### src/rtl/hasti_uart_loader_pkg.sv
// Constants for the HASTI UART loader.
// hasti_constants holds the HASTI bus encodings shared with the rest of the SoC.
// pk_hasti_loader holds the loader's frame constants and its frame FSM state type.
// The checksum byte and its FSM state exist only when HASTI_LOADER_CHECKSUM_EN is defined.
package hasti_constants;
  localparam logic [1:0] HTRANS_IDLE   = 2'b00;
  localparam logic [1:0] HTRANS_NONSEQ = 2'b10;
  localparam logic [2:0] HSIZE_WORD    = 3'b010;
  localparam logic [2:0] HBURST_SINGLE = 3'b000;
  localparam logic       HRESP_OKAY    = 1'b0;
  localparam logic       HRESP_ERROR   = 1'b1;
endpackage

package pk_hasti_loader;
  localparam logic [7:0]  SYNC_BYTE    = 8'hA5;
  localparam logic [31:0] RELEASE_ADDR = 32'hFFFF_FFFF;

  typedef enum logic [2:0] {
    ST_IDLE    = 3'd0,
    ST_ADDR    = 3'd1,
    ST_DATA    = 3'd2,
`ifdef HASTI_LOADER_CHECKSUM_EN
    ST_CSUM    = 3'd3,
`endif
    ST_ADDR_PH = 3'd4,
    ST_DATA_PH = 3'd5
  } frame_state_t;
endpackage

### src/rtl/hasti_uart_loader_if.sv
// HASTI initiator-side signal bundle with master and slave views.
interface if_hasti_master_io;
  logic [31:0] haddr;
  logic        hwrite;
  logic [2:0]  hsize;
  logic [2:0]  hburst;
  logic        hmastlock;
  logic [3:0]  hprot;
  logic [1:0]  htrans;
  logic [31:0] hwdata;
  logic [31:0] hrdata;
  logic        hready;
  logic        hresp;

  modport master (
    output haddr, hwrite, hsize, hburst, hmastlock, hprot, htrans, hwdata,
    input  hrdata, hready, hresp
  );

  modport slave (
    input  haddr, hwrite, hsize, hburst, hmastlock, hprot, htrans, hwdata,
    output hrdata, hready, hresp
  );
endinterface

### src/rtl/hasti_uart_loader_uart_rx.sv
// 8N1 UART receiver: 2-FF synchroniser, mid-bit sampling, LSB-first assembly.
// valid pulses for one cycle with a good byte; frame_err pulses on a low stop bit.
module uart_rx #(
  parameter int DIVISOR = 173
) (
  input  logic       hclk,
  input  logic       hresetn,
  input  logic       rxd,
  output logic [7:0] data,
  output logic       valid,
  output logic       frame_err
);
  localparam int HALF = DIVISOR / 2;
  localparam int CW   = $clog2(DIVISOR + 1);

  localparam logic [1:0] RX_IDLE  = 2'd0;
  localparam logic [1:0] RX_START = 2'd1;
  localparam logic [1:0] RX_DATA  = 2'd2;
  localparam logic [1:0] RX_STOP  = 2'd3;

  logic          rx_s1_reg, rx_s2_reg, rx_prev_reg;
  logic [1:0]    state_reg;
  logic [CW-1:0] cnt_reg;
  logic [2:0]    bit_reg;
  logic [7:0]    shift_reg;

  // Bring the asynchronous line into hclk and keep one older sample for edge detection.
  always_ff @(posedge hclk) begin
    if (!hresetn) begin
      rx_s1_reg   <= 1'b1;
      rx_s2_reg   <= 1'b1;
      rx_prev_reg <= 1'b1;
    end else begin
      rx_s1_reg   <= rxd;
      rx_s2_reg   <= rx_s1_reg;
      rx_prev_reg <= rx_s2_reg;
    end
  end

  // Bit timing: half a bit to the start-bit centre, then one full bit per sample.
  always_ff @(posedge hclk) begin
    if (!hresetn) begin
      state_reg <= RX_IDLE;
      cnt_reg   <= '0;
      bit_reg   <= 3'd0;
      shift_reg <= 8'h00;
      data      <= 8'h00;
      valid     <= 1'b0;
      frame_err <= 1'b0;
    end else begin
      valid     <= 1'b0;
      frame_err <= 1'b0;
      case (state_reg)
        RX_IDLE: begin
          if (rx_prev_reg && !rx_s2_reg) begin
            state_reg <= RX_START;
            cnt_reg   <= '0;
          end
        end
        RX_START: begin
          if (cnt_reg == CW'(HALF - 1)) begin
            cnt_reg   <= '0;
            bit_reg   <= 3'd0;
            // A line that is high again at mid-start was only a glitch.
            state_reg <= rx_s2_reg ? RX_IDLE : RX_DATA;
          end else begin
            cnt_reg <= cnt_reg + 1'b1;
          end
        end
        RX_DATA: begin
          if (cnt_reg == CW'(DIVISOR - 1)) begin
            cnt_reg   <= '0;
            shift_reg <= {rx_s2_reg, shift_reg[7:1]};
            if (bit_reg == 3'd7) state_reg <= RX_STOP;
            else                 bit_reg   <= bit_reg + 3'd1;
          end else begin
            cnt_reg <= cnt_reg + 1'b1;
          end
        end
        default: begin
          if (cnt_reg == CW'(DIVISOR - 1)) begin
            cnt_reg   <= '0;
            state_reg <= RX_IDLE;
            if (rx_s2_reg) begin
              valid <= 1'b1;
              data  <= shift_reg;
            end else begin
              frame_err <= 1'b1;
            end
          end else begin
            cnt_reg <= cnt_reg + 1'b1;
          end
        end
      endcase
    end
  end
endmodule

### src/rtl/hasti_uart_loader.sv
// HASTI master that turns UART write frames into single-word bus writes and
// holds the core in reset until a release frame (addr 0xFFFF_FFFF) arrives.
// Optional checksum byte: define HASTI_LOADER_CHECKSUM_EN.
module hasti_uart_loader
  import hasti_constants::*;
  import pk_hasti_loader::*;
#(
  parameter int CLK_FREQ = 20_000_000,
  parameter int BAUD     = 115200
) (
  input  logic               hclk,
  input  logic               hresetn,
  input  logic               rxd,
  if_hasti_master_io.master  bus,
  output logic               core_reset,
  output logic               busy,
  output logic               err
);
  localparam int DIVISOR = CLK_FREQ / BAUD;

  logic [7:0]   rx_data;
  logic         rx_valid, rx_frame_err;
  logic         buf_full_reg;
  logic [7:0]   buf_data_reg;
  frame_state_t state_reg;
  logic [1:0]   cnt_reg;
  logic [31:0]  addr_reg, data_reg, data_next;
  logic         rx_phase, consume, overflow, bus_err, csum_err, frame_end;
  logic         unused_hrdata;

  uart_rx #(.DIVISOR(DIVISOR)) u_rx (
    .hclk      (hclk),
    .hresetn   (hresetn),
    .rxd       (rxd),
    .data      (rx_data),
    .valid     (rx_valid),
    .frame_err (rx_frame_err)
  );

  assign bus.hsize     = HSIZE_WORD;
  assign bus.hburst    = HBURST_SINGLE;
  assign bus.hmastlock = 1'b0;
  assign bus.hprot     = 4'b0011;
  assign unused_hrdata = ^bus.hrdata;

  // Bytes are only taken while collecting a frame; bus phases leave the buffer parked.
  assign rx_phase  = (state_reg != ST_ADDR_PH) && (state_reg != ST_DATA_PH);
  assign consume   = buf_full_reg && rx_phase;
  assign overflow  = rx_valid && buf_full_reg && !consume;
  assign bus_err   = (state_reg == ST_DATA_PH) && bus.hready && (bus.hresp == HRESP_ERROR);
  assign data_next = {buf_data_reg, data_reg[31:8]};

`ifdef HASTI_LOADER_CHECKSUM_EN
  logic [7:0] csum_reg;
  assign frame_end = consume && (state_reg == ST_CSUM) && (buf_data_reg == csum_reg);
  assign csum_err  = consume && (state_reg == ST_CSUM) && (buf_data_reg != csum_reg);
`else
  assign frame_end = consume && (state_reg == ST_DATA) && (cnt_reg == 2'd3);
  assign csum_err  = 1'b0;
`endif

  // One-entry byte buffer; a byte landing on a full buffer is lost.
  always_ff @(posedge hclk) begin
    if (!hresetn) begin
      buf_full_reg <= 1'b0;
      buf_data_reg <= 8'h00;
    end else if (rx_valid && (!buf_full_reg || consume)) begin
      buf_full_reg <= 1'b1;
      buf_data_reg <= rx_data;
    end else if (consume) begin
      buf_full_reg <= 1'b0;
    end
  end

  // Sticky error flag collecting every fault source.
  always_ff @(posedge hclk) begin
    if (!hresetn) err <= 1'b0;
    else          err <= err | rx_frame_err | overflow | bus_err | csum_err;
  end

  // Frame FSM: gather sync/addr/data bytes, then run one address + data phase.
  always_ff @(posedge hclk) begin
    if (!hresetn) begin
      state_reg   <= ST_IDLE;
      cnt_reg     <= 2'd0;
      addr_reg    <= 32'h0;
      data_reg    <= 32'h0;
      busy        <= 1'b0;
      core_reset  <= 1'b1;
      bus.htrans  <= HTRANS_IDLE;
      bus.haddr   <= 32'h0;
      bus.hwrite  <= 1'b0;
      bus.hwdata  <= 32'h0;
`ifdef HASTI_LOADER_CHECKSUM_EN
      csum_reg    <= 8'h00;
`endif
    end else if (rx_frame_err && rx_phase) begin
      // A framing error abandons a partly received frame; bus phases always finish.
      state_reg <= ST_IDLE;
      busy      <= 1'b0;
    end else begin
      case (state_reg)
        ST_IDLE: begin
          if (consume && buf_data_reg == SYNC_BYTE) begin
            state_reg <= ST_ADDR;
            busy      <= 1'b1;
            cnt_reg   <= 2'd0;
`ifdef HASTI_LOADER_CHECKSUM_EN
            csum_reg  <= 8'h00;
`endif
          end
        end
        ST_ADDR: begin
          if (consume) begin
            addr_reg <= {buf_data_reg, addr_reg[31:8]};
            cnt_reg  <= cnt_reg + 2'd1;
`ifdef HASTI_LOADER_CHECKSUM_EN
            csum_reg <= csum_reg ^ buf_data_reg;
`endif
            if (cnt_reg == 2'd3) state_reg <= ST_DATA;
          end
        end
        ST_DATA: begin
          if (consume) begin
            data_reg <= data_next;
            cnt_reg  <= cnt_reg + 2'd1;
`ifdef HASTI_LOADER_CHECKSUM_EN
            csum_reg <= csum_reg ^ buf_data_reg;
            if (cnt_reg == 2'd3) state_reg <= ST_CSUM;
`endif
          end
        end
`ifdef HASTI_LOADER_CHECKSUM_EN
        ST_CSUM: begin
          if (csum_err) begin
            state_reg <= ST_IDLE;
            busy      <= 1'b0;
          end
        end
`endif
        ST_ADDR_PH: begin
          if (bus.hready) begin
            state_reg  <= ST_DATA_PH;
            bus.htrans <= HTRANS_IDLE;
            bus.hwrite <= 1'b0;
            bus.hwdata <= data_reg;
          end
        end
        ST_DATA_PH: begin
          if (bus.hready) begin
            state_reg <= ST_IDLE;
            busy      <= 1'b0;
          end
        end
        default: state_reg <= ST_IDLE;
      endcase

      // Completed frame: release the core, or launch the write (overrides the case).
      if (frame_end) begin
        if (addr_reg == RELEASE_ADDR) begin
          core_reset <= 1'b0;
          state_reg  <= ST_IDLE;
          busy       <= 1'b0;
        end else begin
          state_reg  <= ST_ADDR_PH;
          bus.htrans <= HTRANS_NONSEQ;
          bus.hwrite <= 1'b1;
          bus.haddr  <= {addr_reg[31:2], 2'b00};
        end
      end
    end
  end
endmodule

### src/flat_wrapper.sv
// flat-port wrapper written by rule: the top's interface ports become plain ports
module hasti_uart_loader_flat import hasti_constants::*; import pk_hasti_loader::*;
#(
  parameter int CLK_FREQ = 20_000_000,
  parameter int BAUD     = 115200
)
  (hclk, hresetn, rxd, core_reset, busy, err, bus_haddr, bus_hwrite, bus_hsize, bus_hburst, bus_hmastlock, bus_hprot, bus_htrans, bus_hwdata, bus_hrdata, bus_hready, bus_hresp);
  if_hasti_master_io bus_i ();
  input  logic hclk;
  input  logic hresetn;
  input  logic rxd;
  output logic core_reset;
  output logic busy;
  output logic err;
  output wire logic [$bits(bus_i.haddr)-1:0] bus_haddr;
  output wire logic [$bits(bus_i.hwrite)-1:0] bus_hwrite;
  output wire logic [$bits(bus_i.hsize)-1:0] bus_hsize;
  output wire logic [$bits(bus_i.hburst)-1:0] bus_hburst;
  output wire logic [$bits(bus_i.hmastlock)-1:0] bus_hmastlock;
  output wire logic [$bits(bus_i.hprot)-1:0] bus_hprot;
  output wire logic [$bits(bus_i.htrans)-1:0] bus_htrans;
  output wire logic [$bits(bus_i.hwdata)-1:0] bus_hwdata;
  input wire logic [$bits(bus_i.hrdata)-1:0] bus_hrdata;
  input wire logic [$bits(bus_i.hready)-1:0] bus_hready;
  input wire logic [$bits(bus_i.hresp)-1:0] bus_hresp;
  assign bus_haddr = bus_i.haddr;
  assign bus_hwrite = bus_i.hwrite;
  assign bus_hsize = bus_i.hsize;
  assign bus_hburst = bus_i.hburst;
  assign bus_hmastlock = bus_i.hmastlock;
  assign bus_hprot = bus_i.hprot;
  assign bus_htrans = bus_i.htrans;
  assign bus_hwdata = bus_i.hwdata;
  assign bus_i.hrdata = bus_hrdata;
  assign bus_i.hready = bus_hready;
  assign bus_i.hresp = bus_hresp;
  hasti_uart_loader #(.CLK_FREQ(CLK_FREQ), .BAUD(BAUD)) u_core (.hclk(hclk), .hresetn(hresetn), .rxd(rxd), .bus(bus_i), .core_reset(core_reset), .busy(busy), .err(err));
endmodule
### config.mk
export PLATFORM = sky130hd
export DESIGN_NAME = hasti_uart_loader_flat
export DESIGN_NICKNAME = d
export VERILOG_FILES = /design/src/rtl/hasti_uart_loader_pkg.sv /design/src/rtl/hasti_uart_loader_if.sv /design/src/rtl/hasti_uart_loader_uart_rx.sv /design/src/rtl/hasti_uart_loader.sv /design/src/flat_wrapper.sv
export SDC_FILE = /design/constraint.sdc
export NUM_CORES = 1
export LEC_CHECK = 0
export ABC_CLOCK_PERIOD_IN_PS = 2000
export CORE_ASPECT_RATIO = 0.7
export CORE_UTILIZATION = 53
export CTS_CLUSTER_DIAMETER = 100
export DETAILED_ROUTE_END_ITERATION = 10
export PLACE_DENSITY = 0.8
export SLEW_MARGIN = 20
export SYNTH_ARGS = -nofsm -noshare
export SYNTH_HDL_FRONTEND = slang
export SYNTH_SLANG_ARGS = --single-unit
### constraint.sdc
create_clock -name hclk -period 2 [get_ports hclk]
set_input_delay 0.4 -clock hclk [delete_from_list [all_inputs] [get_ports hclk]]
set_output_delay 0.4 -clock hclk [all_outputs]
set_load 0.005 [all_outputs]
==> summary by stage <==
Run status
The run finished with clean final reports.

Finish
The repair_antennas step left the layout with diodes totalling 0. Leaving out filler cells and counting taps, the final layout contains 1088. The area of all placed cells without fillers is 8560 um^2. The proportion of layout cells with a drive suffix above 1 is 7.56%.

Compared with the post-synthesis result, the final layout area differs by 21.5%. Counting the fill cells in the layout gives 1045. The number of nets in the finished design is 960. Cells fill 67.5% of the core in the end.

STA
Setup violations remaining at the end of the flow were counted as 0. Setup repair after global routing left no endpoint under its margin. At the pin with the least slew margin, the transition time is 0.551 ns.

The final critical-path required period is 1.89 ns. The total count of max-transition violations in the final report is 0. Hold is met by 0.290 ns.

The setup clock skew after layout is 0.0111 ns. The maximum achievable frequency is 0.530 GHz. The worst path meets setup with 0.113 ns of slack. After routing, the total negative slack on setup checks comes to 0 ns.

The final hold violation count was 0. The relative slew slack is 63.2%. The fraction of the cycle the final worst path needs is 94.3%.

Critical path
The type of element launching the critical path is a flop. The highest net fanout along the worst path is 10. The stage delay of the slowest cell on the critical path is 0.43 ns. The instance count on the critical path is 6. In this run the worst setup path begins at u_core.u_rx.state_reg[0].

At the worst endpoint, the required time is 2.36 ns. The worst register-to-register path begins at u_core.u_rx.state_reg[0]. The buffers plus inverters on the worst setup path is 1. For the worst setup path, the data arrival time is 2.24 ns. Among cell families on the critical path, the largest total delay comes from simple AND/OR/NAND/NOR gates. The cell depth of the worst flop-to-flop path is 6. The setup check on the worst reg-to-reg path leaves a slack of 0.11 ns.

The reg-to-reg endpoint is u_core.u_rx.state_reg[0]. The signal on the critical path passes through inv_1, ha_1, or2_2, o22ai_4, nand3b_4, mux2i_1. The worst setup path category is flop to flop. The kind of capture point of the worst setup path is a flop.

The critical path capture point is u_core.u_rx.state_reg[0]. The worst-path cell with the longest stage delay is sky130_fd_sc_hd__dfxtp_1.

Die
The starting density of the core is 55.5%. In this run the vertical extent of the chip is 98.4 um. The number of standard-cell rows in the floorplan is 34. The floorplan die width is 140 um. The area of the die is 13800 um^2. The total core area is 12700 um^2. During I/O placement, the number of pins put on the boundary was 118.

Routing
Once detail routing completed, the nets flagged for antenna violations numbered 0. The number of iterations in the first detailed-routing pass is 5. The total wirelength of the detailed-routed design is 15500 um. The average wire length per cell after detail routing is 14.3 um. The detailed-route via count is 5972. The post-route DRC violation count is 0. The number of DRC violations after detailed-routing iteration 0 is 425.

The detail-routed via count per cell is 5.49.

Placement
Input and output buffers added on the ports amount to 72. The total placed cells including tap cells is 1054. The sum of net half-perimeters after detailed placement is 9940 um. After detailed placement, the total cell area comes to 7890 um^2. The worst setup slack before clock tree synthesis is 0.109 ns. At the end of routability-driven placement, the weighted congestion stood at 0.838.

Clock network
The number of clock sinks seen by CTS is 180. The clock latency reported for the late side of the worst-skew pair is 0.43 ns. The maximum clock path buffer count is 2. The root cell of the clock tree is sky130_fd_sc_hd__clkbuf_16. The H-tree generated during clock tree synthesis spans 4 levels. TritonCTS built the clock tree. Buffers inserted during clock tree synthesis total 17.

After clock tree synthesis, the clock-pin slew on the worst setup and hold paths is 0.07 ns.

Pwr
The analysis attributes to cell leakage a power of 2.90 nW. The worst IR drop on VDD is 0.708 mV. The total power draw is 7.61 mW. The power density over cell area is 890 nW/um^2.

Logic synthesis
Summed over all instances, the cell type with the most area after synthesis is sky130_fd_sc_hd__dfxtp_1. The count of flip-flops with a built-in enable after synthesis is 0. In this run the cell area of the synthesized design comes to 7040 um^2. For this run, the register share of the synthesized area comes to 51.2%. Dividing the synthesized area by the synthesized cell count gives 8.18 um^2. The cell count after synthesis came out at 861. The number of library cell types mapped by synthesis is 53.

The number of storage elements in the synthesis netlist is 180. The top flip-flop cell by instance count after synthesis is sky130_fd_sc_hd__dfxtp_1. For this run, the number of Yosys warnings is 0. Sorting the synthesized cells by area gives the leading types as sky130_fd_sc_hd__dfxtp_1 51%, sky130_fd_sc_hd__nand2_1 14%, sky130_fd_sc_hd__a21oi_1 8.6%. The async set-or-reset flop fraction in the synthesized netlist is 0%. The top cell type's share of synthesized area is 51.2%.

Global routing
The via count of the first global-routing pass is 5352. The first-pass GRT wire length is 26200 um. The initial antenna violation count was 0. Entering global routing, the biggest net connects 108 pins. Across every metal layer, demand over resource in global routing totals 23.7%. The aggregate global routing overflow is 0.

Job
The number of maximum-capacitance constraint violations is 0.

Hold path
The worst hold path belongs to the class input port to flop.
## what timing repair did
action                     CTS  global route
hold buffers                 0             0
buffers inserted             0             2
setup endpoints to repair    0            13
resized for setup            0             1
## Yosys cell counts (6+ instances only)
library cell	number
sky130_fd_sc_hd__buf_2	12
sky130_fd_sc_hd__and3_1	6
sky130_fd_sc_hd__buf_4	18
sky130_fd_sc_hd__mux2i_1	11
sky130_fd_sc_hd__nand2b_1	6
sky130_fd_sc_hd__o21ai_0	27
sky130_fd_sc_hd__dfxtp_1	180
sky130_fd_sc_hd__nand2_1	261
sky130_fd_sc_hd__ha_1	10
sky130_fd_sc_hd__nand4_1	10
sky130_fd_sc_hd__nor2_1	29
sky130_fd_sc_hd__a21oi_1	121
sky130_fd_sc_hd__nand3_1	58
sky130_fd_sc_hd__clkbuf_1	38
sky130_fd_sc_hd__inv_1	10
sky130_fd_sc_hd__o21ai_1	8
## power by group
part	switching (mW)	internal, mW
Clock	1.47	2.08
Combinational	0.290	0.146
Sequential	0.0237	3.60
## logic make-up after synthesis
kind of cell               synth area share [%]
muxes                                      1.56
and+or+nand+nor                            25.2
buffers and inverters                      5.58
other                                     0.107
xor gates and xnor gates                  0.498
AOI/OAI and AO/OA                          14.1
adders and majority gates                  1.78
DFF                                        51.2
## final cells by class
type                            instances  area [um^2]  area share (%)
Clock buffer                           19          453            5.29
Sequential cell                       180         3600            42.1
Inverter                               11         42.5           0.497
Multi-Input combinational cell        610         3090            36.1
Timing Repair Buffer                   93          973            11.4
Tap cell                              162          203            2.37
Clock inverter                         13          191            2.24
## metal layers
metal,vias to the layer above,global-route usage [%],share of wire (%)
li1,2956,-,-
met1,2831,33.7,48
met2,163,35.8,46
met3,22,4.76,4.8
met4,0,8.37,1.4
met5,-,0,0
## worst min-delay path by stage
stage	from	end	cells past startpoint
after CTS	hresetn	u_core.u_rx.rx_s1_reg	2
after global placement	u_core.u_rx.rx_s1_reg	u_core.u_rx.rx_s2_reg	1
after global routing	hresetn	u_core.u_rx.rx_s1_reg	2
final	hresetn	u_core.u_rx.rx_s1_reg	2
after detailed placement	u_core.u_rx.rx_s1_reg	u_core.u_rx.rx_s2_reg	1
after floorplan	u_core.u_rx.rx_s1_reg	u_core.u_rx.rx_s2_reg	1
## layout by cell type (no fill, tap or decap), types with 4 or more instances in the layout
| cell type | synthesis | layout |
|---|---|---|
| sky130_fd_sc_hd__nor2_1 | 29 | 29 |
| sky130_fd_sc_hd__a21oi_1 | 121 | 120 |
| sky130_fd_sc_hd__nand3_1 | 58 | 58 |
| sky130_fd_sc_hd__o21ai_1 | 8 | 8 |
| sky130_fd_sc_hd__clkdlybuf4s50_1 | 0 | 71 |
| sky130_fd_sc_hd__conb_1 | 2 | 13 |
| sky130_fd_sc_hd__nand2_1 | 261 | 261 |
| sky130_fd_sc_hd__ha_1 | 10 | 10 |
| sky130_fd_sc_hd__o21ai_0 | 27 | 27 |
| sky130_fd_sc_hd__buf_12 | 0 | 8 |
| sky130_fd_sc_hd__dfxtp_1 | 180 | 180 |
| sky130_fd_sc_hd__inv_1 | 10 | 10 |
| sky130_fd_sc_hd__nor3_1 | 4 | 4 |
| sky130_fd_sc_hd__nand4_1 | 10 | 10 |
| sky130_fd_sc_hd__nand2b_1 | 6 | 6 |
| sky130_fd_sc_hd__clkbuf_16 | 0 | 17 |
| sky130_fd_sc_hd__mux2i_1 | 11 | 11 |
| sky130_fd_sc_hd__buf_4 | 18 | 13 |
| sky130_fd_sc_hd__and3_1 | 6 | 6 |
Power figures use the tool's default switching activity.
==> RTL edit 1, RTL diff (config.mk and constraints unchanged) <==
Register the output `err` once more, cleared by the reset; this adds one clock of latency there. The other outputs are not delayed to match.
--- a/src/rtl/hasti_uart_loader.sv
+++ b/src/rtl/hasti_uart_loader.sv
@@ -19,2 +19,4 @@
   localparam int DIVISOR = CLK_FREQ / BAUD;
+
+  logic err_s0;
 
@@ -76,4 +78,4 @@
   always_ff @(posedge hclk) begin
-    if (!hresetn) err <= 1'b0;
-    else          err <= err | rx_frame_err | overflow | bus_err | csum_err;
+    if (!hresetn) err_s0 <= 1'b0;
+    else          err_s0 <= err_s0 | rx_frame_err | overflow | bus_err | csum_err;
   end
@@ -172,2 +174,10 @@
   end
+  always_ff @(posedge hclk) begin
+    if (!hresetn) begin
+      err <= '0;
+    end else begin
+      err <= err_s0;
+    end
+  end
+
 endmodule
Function: same outputs for any inputs over 10 cycles, from zero or initial values and one cycle with hresetn low; that may be too few to reach the edited logic, so the function may still have changed.
==> RTL edit 1 against the unedited design <==
The flow now finishes with violations (design-rule violations). Largest power group unchanged. Worst hold slack got worse by 0.031 ns. Wire length fell by 5.2%. Worst setup slack improved by 0.0028 ns. Highest routed layer unchanged. First-iteration DRC count rose by 7.8%. Fmax rose by 0.15%. Sequential cell count rose by 1. Clock skew rose by 0.0042 ns. Synthesized area rose by 1.4%. Power fell by 2.1%. Final area rose by 0.82%. Core utilization fell by 1.8 points.
==> RTL edit 1: results <==
export IMPL_synthTopCellsByArea="dfxtp_1 (51%), nand2_1 (14%), mux2i_1 (7.9%), a21oi_1 (7.2%), clkbuf_1 (2.5%)"
export IMPL_route_vias_total=5786
export IMPL_grt_pass1_wl_um=25100
export IMPL_critPathMaxFanout=13
export IMPL_critPathSlowestCell="or4_1"
export IMPL_drt_iter0_markers=458
export IMPL_fin_cells=1083
export IMPL_status="finished with violations"
export IMPL_layout_drive_gt1_share_pct=7.85
export IMPL_synthCells=837
export IMPL_arrival_ns=2.19
export IMPL_synthTopCellsByCount="nand2_1 (261), dfxtp_1 (181), a21oi_1 (102)"
export IMPL_ys_seq_area_share_pct=50.8
export IMPL_p_leak_nw=3.11
export IMPL_fin_nets=951
export IMPL_grtUsageTotal_pct=22.3
export IMPL_drc_errors=1
export IMPL_place_area_um2=8040
export IMPL_grt_pass1_vias=5187
export IMPL_place_gp_congestion=0.888
export IMPL_cpPeakStageDelay_ns=0.59
export IMPL_reg2reg_depth=5
export IMPL_synthMuxAreaShare_pct=7.85
export IMPL_irDropWorstVdd_v=0.000605
export IMPL_clock_skew_ns=0.0152
export IMPL_synthAdderAreaFrac_pct=1.75
export IMPL_violations="design-rule violations"
RTL edit 1: cell types whose count changed after synthesis, moves of 10 or more:
cell	unedited run	this run
nand3_1	58	9
mux2i_1	11	56
nor2_1	29	39
o21ai_0	27	6
a21oi_1	121	102
RTL edit 1: cells by family (layout without fill, tap and decap cells):
| group | Yosys count | after routing |
|---|---|---|
| and+or+nand+nor | 362 | 362 |
| DFF | 181 | 181 |
| AOI/OAI and AO/OA | 140 | 140 |
| buffers and inverters | 78 | 147 |
| muxes | 56 | 56 |
| adders and majority gates | 10 | 10 |
| xor gates and xnor gates | 8 | 8 |
| other | 2 | 13 |
RTL edit 1: layer usage:
metal / wire length (µm) / global-route usage [%] / up-vias
met3: 653 / 4.37 / 11
met5: 0 / 0 / -
met1: 7540 / 32.9 / 2740
li1: - / - / 2908
met2: 6400 / 32.7 / 127
met4: 112 / 6.52 / 0
RTL edit 1: path summary, 6_finish.rpt:
| check | start | to | slack (ns) |
|---|---|---|---|
| setup / recovery | u_core.addr_reg[11] | u_core.bus.haddr[9] | 0.12 |
| hold / removal | hresetn | u_core.u_rx.rx_s2_reg | 0.26 |
| setup reg to reg | u_core.addr_reg[11] | u_core.bus.haddr[9] | 0.12 |
| hold reg to reg | u_core.u_rx.rx_s1_reg | u_core.u_rx.rx_s2_reg | 0.41 |
RTL edit 1: metrics by stage:
| stage | setup slack (ns) | utilization [%] | hold slack [ns] |
|---|---|---|---|
| floorplan | 0.225 | - | 0.386 |
| global route | 0.000941 | 65.7 | 0.268 |
| CTS | 0.116 | 65.7 | 0.250 |
| detailed placement | 0.134 | 61.2 | 0.398 |
| finish | 0.116 | 65.7 | 0.259 |
| global placement | 0.161 | 61.2 | 0.393 |
RTL edit 1: area by class of cell:
| type | instances | area share (%) |
|---|---|---|
| Clock inverter | 15 | 1.86 |
| Clock buffer | 17 | 4.93 |
| Timing Repair Buffer | 105 | 11.7 |
| Tap cell | 166 | 2.41 |
| Inverter | 10 | 0.450 |
| Sequential cell | 181 | 42.0 |
| Multi-Input combinational cell | 589 | 36.6 |
RTL edit 1: where the power goes:
part           internal, mW  switching [mW]  total (mW)
clock                  1.78            1.50        3.28
sequential             3.63          0.0300        3.66
combinational         0.206           0.305       0.511
total                  5.61            1.84        7.45
==> RTL edit 2, RTL diff (same settings) <==
Without the edit above. Add a define of `HASTI_LOADER_CHECKSUM_EN`.
--- a/src/rtl/hasti_uart_loader_pkg.sv
+++ b/src/rtl/hasti_uart_loader_pkg.sv
@@ -4,2 +4,4 @@
 // The checksum byte and its FSM state exist only when HASTI_LOADER_CHECKSUM_EN is defined.
+`define HASTI_LOADER_CHECKSUM_EN
+
 package hasti_constants;
Formal check against the unedited RTL: same outputs for any inputs over 10 cycles, from zero or initial values and one cycle with hresetn low; that may be too few to reach the edited logic, so the function may still have changed.
==> RTL edit 2 against the unedited design <==
Fmax decreased by 0.13%. Count of clock-buffer cells in the layout increased by 1. Cell count increased by 10%. Clock skew decreased by 0.0013 ns. Largest cell class unchanged. Wire length increased by 16%. Critical path depth decreased by 1. Core utilization decreased by 1.3 points. Power increased by 0.18%. Sequential cell count increased by 8. Synthesized area increased by 6.8%. Via count increased by 11%. Final area increased by 7.3%. Global-route usage increased by 1.3 points. Critical endpoint is now u_core.state_reg[0]. Worst setup slack got worse by 0.0024 ns.
==> RTL edit 2: results <==
export IMPL_wl_met1_um=8360
export IMPL_clock_skew_ns=0.00977
export IMPL_htreeDepth=4
export IMPL_irDropWorstVdd_v=0.000689
export IMPL_grtUsageTotal_pct=24.9
export IMPL_grt_pass1_wl_um=28600
export IMPL_critPathMaxFanout=5
export IMPL_layout_min_cycle_time_ns=1.89
export IMPL_ys_seq_area_share_pct=50.1
export IMPL_hold_path_class="reg2reg"
export IMPL_synthTopCellsByCount="nand2_1 (231), dfxtp_1 (188), a21oi_1 (160)"
export IMPL_place_gp_congestion=0.840
export IMPL_wl_per_cell_um=15.0
export IMPL_fill_cells=1138
export IMPL_critPathSlowestCell="or4b_4"
export IMPL_grtUsageMet1_pct=34.6
export IMPL_antenna_found_initial=0
export IMPL_slew_headroom_pct=57.2
export IMPL_clk_power_mw=3.48
export IMPL_avgSynthCellArea_um2=8.09
export IMPL_holdPathStages=1
export IMPL_ys_types=56
export IMPL_seqCellArea_um2=3770
export IMPL_cpPeakStageDelay_ns=0.58
export IMPL_pre_cts_ws_ns=0.0680
export IMPL_r2r_end="u_core.state_reg[0]"
export IMPL_wl_met2_um=8210
export IMPL_layout_drive_gt1_share_pct=8.93
export IMPL_dp_cells=1166
export IMPL_grt_pass1_vias=5905
export IMPL_numCtsBuffers=17
export IMPL_use_met2_pct=38.9
export IMPL_place_area_um2=8560
export IMPL_viasPerCell=5.55
export IMPL_status="complete, no violations"
export IMPL_drt_iter0_markers=581
export IMPL_p_leak_nw=3.16
export IMPL_grt_use_met3_pct=4.54
export IMPL_p_int_mw=5.91
export IMPL_wl_met3_um=1110
export IMPL_switching_share_pct=22.5
export IMPL_grt_start_max_net_pins=55
export IMPL_dpl_hpwl_um=11600
==> RTL edit 2: changes by cell type after synthesis, sizes merged, moves of 12 or more <==
cell / unedited run / this run
nand2: 262 / 231
o21ai: 35 / 47
clkbuf: 40 / 59
a21oi: 121 / 160
==> RTL edit 2: cell families after synthesis <==
kind of cell / count (synthesis) / synth area share [%]
AOI/OAI and AO/OA: 228 / 16.5
xor gates and xnor gates: 9 / 1.05
adders and majority gates: 10 / 1.66
buffers and inverters: 93 / 5.62
DFF: 188 / 50.1
muxes: 13 / 1.75
other: 2 / 0.0999
and+or+nand+nor: 386 / 23.3
==> RTL edit 2: final cells by class <==
class / instances / area share [%]
sequential: 188 / 41.0
clock buffer: 20 / 4.87
inverter: 11 / 0.477
multi-input combinational: 659 / 36.8
clock inverter: 11 / 1.73
tap: 190 / 2.59
timing repair buffer: 119 / 12.5
==> RTL edit 2: worst min-delay path by stage <==
stage	startpoint	to	slack, ns
finish	u_core.u_rx.rx_s1_reg	u_core.u_rx.rx_s2_reg	0.42
global route	u_core.u_rx.rx_s1_reg	u_core.u_rx.rx_s2_reg	0.46
global placement	u_core.u_rx.rx_s1_reg	u_core.u_rx.rx_s2_reg	0.39
detailed placement	u_core.u_rx.rx_s1_reg	u_core.u_rx.rx_s2_reg	0.40
CTS	u_core.u_rx.rx_s1_reg	u_core.u_rx.rx_s2_reg	0.42
floorplan	u_core.u_rx.rx_s1_reg	u_core.u_rx.rx_s2_reg	0.39
==> RTL edit 2: timing repair <==
| item | in CTS | in global routing |
|---|---|---|
| setup endpoints to repair | 0 | 4 |
| gates resized for setup | 0 | 3 |
| setup buffers | 0 | 1 |
| endpoints found under the hold margin | 0 | 0 |
